**config.mk**
```make
export PLATFORM = sky130hd
export DESIGN_NAME = uart_rx
export DESIGN_NICKNAME = d
export VERILOG_FILES = /design/src/rtl/uart_pkg.sv /design/src/rtl/uart_rx_sampler.sv /design/src/rtl/uart_rx.sv
export SDC_FILE = /design/constraint.sdc
export NUM_CORES = 1
export LEC_CHECK = 0
export ABC_AREA = 1
export CAP_MARGIN = 20
export CORE_MARGIN = 2
export CORE_UTILIZATION = 58
export DETAILED_ROUTE_END_ITERATION = 6
export HOLD_SLACK_MARGIN = 0.03
export PLACE_DENSITY = 0.87
export SKIP_CTS_REPAIR_TIMING = 1
export SYNTH_ARGS = -nofsm -noshare
export SYNTH_HDL_FRONTEND = slang
export SYNTH_HIERARCHICAL = 1
export SYNTH_SLANG_ARGS = --single-unit
```
**constraint.sdc**
```tcl
create_clock -name clk_i -period 2 [get_ports clk_i]
set_input_delay 0.3 -clock clk_i [delete_from_list [all_inputs] [get_ports clk_i]]
set_output_delay 0.3 -clock clk_i [all_outputs]
set_load 0.02 [all_outputs]
```
**src/rtl/uart_pkg.sv**
```systemverilog
// Shared UART definitions: rx state enum, default baud constant, parity helper.
// Also provides SAFE_CLOG2 for the UART files when the defs header has not
// already defined it.
`ifndef SAFE_CLOG2
`define SAFE_CLOG2(x) (((x) <= 1) ? 1 : $clog2(x))
`endif

package uart_pkg;

    // Receiver states; e_reset lasts one cycle after reset release.
    typedef enum logic [2:0] {
        e_reset,
        e_idle,
        e_start_bit,
        e_data_bits,
        e_parity_bit,
        e_stop_bit
    } rx_state_e;

    // 100 MHz clock / 9600 baud.
    localparam int unsigned default_clk_per_bit_lp = 10416;

    // Even-parity accumulator step: the running XOR of every bit seen so far.
    function automatic logic even_parity_step(input logic acc, input logic bit_in);
        return acc ^ bit_in;
    endfunction

endpackage

```
**src/rtl/uart_rx_sampler.sv**
```systemverilog
// Line conditioning for uart_rx: 2-flop synchronizer, falling-edge detect and
// the sample value used by the receiver. Define UART_RX_MAJORITY_VOTE_EN to make
// each sample a 2-of-3 vote over the last three synchronized values.
module uart_rx_sampler (
    input  logic clk_i,
    input  logic reset_i,
    input  logic rx_i,
    output logic rx_s,
    output logic fall_edge,
    output logic voted_bit
);

    logic sync1, sync2, prev;

    // Synchronize the async line and keep one cycle of history for edge detect.
    // Everything resets high (idle line) so reset cannot look like a start.
    always_ff @(posedge clk_i) begin
        if (reset_i) begin
            sync1 <= 1'b1;
            sync2 <= 1'b1;
            prev  <= 1'b1;
        end else begin
            sync1 <= rx_i;
            sync2 <= sync1;
            prev  <= sync2;
        end
    end

    assign rx_s      = sync2;
    assign fall_edge = prev & ~sync2;

`ifdef UART_RX_MAJORITY_VOTE_EN
    logic prev2;

    // Second history stage so the vote spans the sample cycle and the two before.
    always_ff @(posedge clk_i) begin
        if (reset_i) prev2 <= 1'b1;
        else         prev2 <= prev;
    end

    assign voted_bit = (sync2 & prev) | (sync2 & prev2) | (prev & prev2);
`else
    assign voted_bit = sync2;
`endif

endmodule

```
**src/rtl/uart_rx.sv**
```systemverilog
// UART receiver: oversamples rx_i, checks start/parity/stop bits and presents
// each word with a one-cycle rx_v_o pulse. Optional UART_RX_MAJORITY_VOTE_EN
// (in uart_rx_sampler) votes each sample over three cycles; latency unchanged.
module uart_rx
    import uart_pkg::*;
#(
    parameter int clk_per_bit_p = default_clk_per_bit_lp,
    parameter int data_bits_p   = 8,
    parameter int parity_bit_p  = 0,
    parameter int stop_bits_p   = 1
) (
    input  logic                   clk_i,
    input  logic                   reset_i,
    input  logic                   rx_i,
    output logic [data_bits_p-1:0] rx_o,
    output logic                   rx_v_o,
    output logic                   parity_err_o,
    output logic                   frame_err_o,
    output logic                   busy_o
);

    localparam int cnt_w  = `SAFE_CLOG2(clk_per_bit_p + 1);
    localparam int dcnt_w = `SAFE_CLOG2(data_bits_p);

    localparam logic [cnt_w-1:0]  half_lp  = cnt_w'(clk_per_bit_p / 2 - 1);
    localparam logic [cnt_w-1:0]  full_lp  = cnt_w'(clk_per_bit_p - 1);
    localparam logic [dcnt_w-1:0] last_d   = dcnt_w'(data_bits_p - 1);
    localparam logic [dcnt_w-1:0] last_s   = dcnt_w'(stop_bits_p - 1);

    rx_state_e              state, state_n;
    logic [cnt_w-1:0]       clk_cnt, clk_cnt_n;
    logic [dcnt_w-1:0]      data_cnt, data_cnt_n;
    logic [data_bits_p-1:0] shift_r, shift_n;
    logic                   par_acc, par_n;
    logic                   perr_r, perr_n;
    logic                   ferr_r, ferr_n;
    logic                   done;
    logic                   rx_s, fall_edge, sample;

    uart_rx_sampler u_sampler (
        .clk_i     (clk_i),
        .reset_i   (reset_i),
        .rx_i      (rx_i),
        .rx_s      (rx_s),
        .fall_edge (fall_edge),
        .voted_bit (sample)
    );

    assign busy_o = (state != e_idle) && (state != e_reset);

    // Frame state and datapath registers.
    always_ff @(posedge clk_i) begin
        if (reset_i) begin
            state    <= e_reset;
            clk_cnt  <= '0;
            data_cnt <= '0;
            shift_r  <= '0;
            par_acc  <= 1'b0;
            perr_r   <= 1'b0;
            ferr_r   <= 1'b0;
        end else begin
            state    <= state_n;
            clk_cnt  <= clk_cnt_n;
            data_cnt <= data_cnt_n;
            shift_r  <= shift_n;
            par_acc  <= par_n;
            perr_r   <= perr_n;
            ferr_r   <= ferr_n;
        end
    end

    // Next-state logic: mid-bit start check, then one sample per full bit period.
    always_comb begin
        state_n    = state;
        clk_cnt_n  = clk_cnt + cnt_w'(1);
        data_cnt_n = data_cnt;
        shift_n    = shift_r;
        par_n      = par_acc;
        perr_n     = perr_r;
        ferr_n     = ferr_r;
        done       = 1'b0;
        case (state)
            e_reset: begin
                state_n   = e_idle;
                clk_cnt_n = '0;
            end
            e_idle: begin
                clk_cnt_n  = '0;
                data_cnt_n = '0;
                par_n      = 1'b0;
                perr_n     = 1'b0;
                ferr_n     = 1'b0;
                // fall_edge already implies rx_s low; a line held low never qualifies.
                if (fall_edge && !rx_s) state_n = e_start_bit;
            end
            e_start_bit: begin
                if (clk_cnt == half_lp) begin
                    clk_cnt_n = '0;
                    state_n   = sample ? e_idle : e_data_bits;
                end
            end
            e_data_bits: begin
                if (clk_cnt == full_lp) begin
                    clk_cnt_n         = '0;
                    shift_n[data_cnt] = sample;
                    par_n             = even_parity_step(par_acc, sample);
                    if (data_cnt == last_d) begin
                        data_cnt_n = '0;
                        state_n    = (parity_bit_p != 0) ? e_parity_bit : e_stop_bit;
                    end else begin
                        data_cnt_n = data_cnt + dcnt_w'(1);
                    end
                end
            end
            e_parity_bit: begin
                if (clk_cnt == full_lp) begin
                    clk_cnt_n = '0;
                    perr_n    = even_parity_step(par_acc, sample);
                    state_n   = e_stop_bit;
                end
            end
            e_stop_bit: begin
                if (clk_cnt == full_lp) begin
                    clk_cnt_n = '0;
                    if (!sample) ferr_n = 1'b1;
                    if (data_cnt == last_s) begin
                        // Back to idle at the mid-stop point so a following start edge is seen.
                        done    = 1'b1;
                        state_n = e_idle;
                    end else begin
                        data_cnt_n = data_cnt + dcnt_w'(1);
                    end
                end
            end
            default: state_n = e_idle;
        endcase
    end

    // Output word and status, updated together with the one-cycle valid pulse.
    always_ff @(posedge clk_i) begin
        if (reset_i) begin
            rx_o         <= '0;
            rx_v_o       <= 1'b0;
            parity_err_o <= 1'b0;
            frame_err_o  <= 1'b0;
        end else begin
            rx_v_o <= done;
            if (done) begin
                rx_o         <= shift_n;
                parity_err_o <= perr_n;
                frame_err_o  <= ferr_n;
            end
        end
    end

endmodule

```
==> flow_metrics.py <==
metrics = {
    "worst_setup_path": {
        "endpoint": "busy_o",
        "endpoint_kind": "output port",
        "rr_endpoint": "frame_err_o",
        "crit_arrival_ps": 1520,
        "path_cells": "inv_1 > nand2_1 > clkdlybuf4s50_1",
        "cp_slowest_stage_delay_ps": 590,
        "crit_buf_inv": 2,
        "crit_fanout": 7,
        "path_class": "reg2out",
        "r2r_slack_ps": 260,
        "cp_slowest_cell": "clkdlybuf4s50_1",
        "critPathLaunchType": "register",
        "critPathRequiredTime_ps": 1700,
        "cp-startpoint": "state[2]",
        "crit_family": "buffers and inverters",
        "cp.depth": 3,
        "r2r_cells": 10,
        "r2r-start": "clk_cnt[0]",
    },
    "drt": {
        "wl_per_cell_um": 11.93,
        "post-route-drc-count": 0,
        "drtAntennaViolNets": 0,
        "firstDrtPassIters": 4,
        "vias_per_cell": 5.286,
        "vias": 2104,
        "drtIter0Drc": 213,
        "wl_mm": 4.749,
    },
    "cts": {
        "clockRootBuffer": "clkbuf_8",
        "cts_tree": "yes",
        "cts_sinks": 45,
        "clock_latency_ps": 300,
        "numCtsBuffers": 5,
        "cts_buffer_depth": 2,
        "h-tree-depth": 2,
        "clkTransAtPathRegs_ps": 70,
    },
    "yosys": {
        "synth_ff_type": "dfxtp_1",
        "yosysTopAreaCellShare_pct": 37.99,
        "ys_seq_area_share_pct": 37.99,
        "synth-edff-count": 0,
        "syn_inst": 334,
        "synth_top_area_cell": "dfxtp_1",
        "synth_most_common_cell": "nand2_1",
        "syn-cell-area_um2": 2371,
        "synth_area_per_cell_um2": 7.099,
        "synth_cell_types": 34,
        "synth-async-reset-ratio_pct": 0,
        "synth_area_leaders": "dfxtp_1 (38%), nand2_1 (12%), nor2_1 (7.3%)",
        "synthTopCellsByCount": "nand2_1 (74), nor2_1 (46), dfxtp_1 (45)",
        "synth_fp_nets": 341,
        "ys_seq_elements": 45,
        "yosys_warnings": 6,
    },
    "timing": {
        "setup_viol": 0,
        "timing.setup.tns_ps": 0,
        "slew_violations": 0,
        "relSlewSlack_pct": 55.47,
        "period_needed_ps": 1819,
        "rsz0062_at_grt": "false",
        "post-route-period-util_pct": 90.94,
        "worst-slew-pin-transition_ps": 667.3,
        "worst_slack_ps": 181.2,
        "finClkSkew_ps": 8.380,
        "fmax_mhz": 549.8,
        "hold_viol_final": 0,
    },
    "cells_and_area": {
        "regArea_um2": 902.1,
        "num-fill-cells": 346,
        "fin_util_pct": 65.78,
        "nets": 356,
        "diodes": 0,
        "multi_input_area_um2": 1220,
        "syn2layout_area_growth_pct": 10.18,
        "drive_above_1_share_pct": 14.66,
    },
    "global_routing": {
        "grt_max_degree": 23,
        "grt_pass1_wl_mm": 7.900,
        "grt_pass1_vias": 1865,
        "overflow": 0,
        "grtUsageTotal_pct": 22.50,
        "grt_antenna_before_repair": 0,
    },
    "run": {
        "cap_viol_max_count": 0,
    },
    "placement": {
        "numPortBuffers": 14,
        "place_hpwl_mm": 3.351,
        "pre_cts_ws_ps": 285.0,
        "gpl.final_weighted_congestion": 0.9417,
    },
    "power_and_ir_drop": {
        "power_density_nw_per_um2": 778.3,
        "peakVddDrop_v": 0.0006211,
        "p_leak_nw": 1.149,
    },
    "status": {
        "status": "completed",
    },
    "floorplanning": {
        "ios": 15,
        "rows": 23,
        "die_w_um": 67.94,
        "dieArea_um2": 4615,
        "core_area_um2": 3971,
        "initial_core_util_pct": 59.70,
        "die_y_um": 67.94,
    },
    "hold_path": {
        "hold_class": "reg2reg",
    },
}
==> routing by layer <==
metal	routed length, um	global-route usage (%)
met5	0	0
met4	94	11.25
met3	255	4.276
met2	2216	36.65
met1	2183	28.30
==> state kept, by name, summed over array words and instances (netlist names), 3 cells and up <==
signal    count
clk_cnt      14
data_cnt      3
rx_o          8
shift_r       8
state         3
==> worst min-delay path by stage <==
stage,from,end,cells after the start
4_1_cts,u_sampler/sync1,u_sampler/rx_s,2
6_report,u_sampler/sync1,u_sampler/rx_s,2
2_1_floorplan,u_sampler/sync1,u_sampler/rx_s,2
3_5_place_dp,u_sampler/sync1,u_sampler/rx_s,2
3_3_place_gp,u_sampler/sync1,u_sampler/rx_s,2
5_1_grt,u_sampler/sync1,u_sampler/rx_s,2
==> kinds of logic (layout without fill, tap and decap cells) <==
kind of cell    after synthesis  in the layout  share of synthesized area [%]
flops                        45             45                          37.99
simple gates                188            188                          38.73
compound gates               36             36                          9.499
fa+ha+maj                     4              4                          2.111
buf+inv                      58             72                          10.55
xor+xnor                      3              3                          1.108
==> tightest hold or removal path, stage by stage (launching register included) <==
cell	delay [ps]
dfxtp_1	310
inv_1	30
nand2_1	40
==> area by class of cell <==
type / instances / share of cell area, %
well taps: 50 / 2.395
clock buffers: 5 / 2.634
inverters: 47 / 6.753
clock inverters: 1 / 0.1916
repair buffers: 19 / 6.801
flip-flops and latches: 45 / 34.53
multi-input cells: 231 / 46.70
==> cells in the final DEF (no fill, tap or decap), types with 2 or more instances in the layout <==
cell type        netlist  layout
clkinv_1               2       2
buf_4                  4       5
nor3_1                 5       5
dfxtp_1               45      44
nand3b_1               2       2
nand3_4                2       2
nand3_1               21      21
inv_2                  8       8
nand3_2                3       3
nand2_1               74      74
o21ai_1               11      11
nor2_2                 5       5
nand4_1               15      15
ha_1                   4       4
nor2_8                 2       2
nor2_4                 2       2
inv_1                 37      37
a21oi_2               10      10
clkdlybuf4s50_1        0      14
nor2_1                46      46
nand2_2                6       6
o21ai_0                4       4
a21oi_1                8       8
clkbuf_8               0       5
xor2_1                 2       2
and3_1                 2       2
==> through the flow <==
step           hold WS, ps  power, W  cell area, um^2  std cells
2_1_floorplan        379.5  0.001456             2371        334
3_3_place_gp         384.0  0.001519             2537        392
3_5_place_dp         390.7  0.001531             2537        392
4_1_cts              410.0  0.002045             2611        398
5_1_grt              438.0  0.002160             2613        398
6_report             406.5  0.002033             2613        398
==> power breakdown <==
part	internal [W]	switching [W]
clock network	0.000230	0.000287
registers	0.000941	0.0000562
logic	0.000173	0.000347
Power figures use the tool's default switching activity.
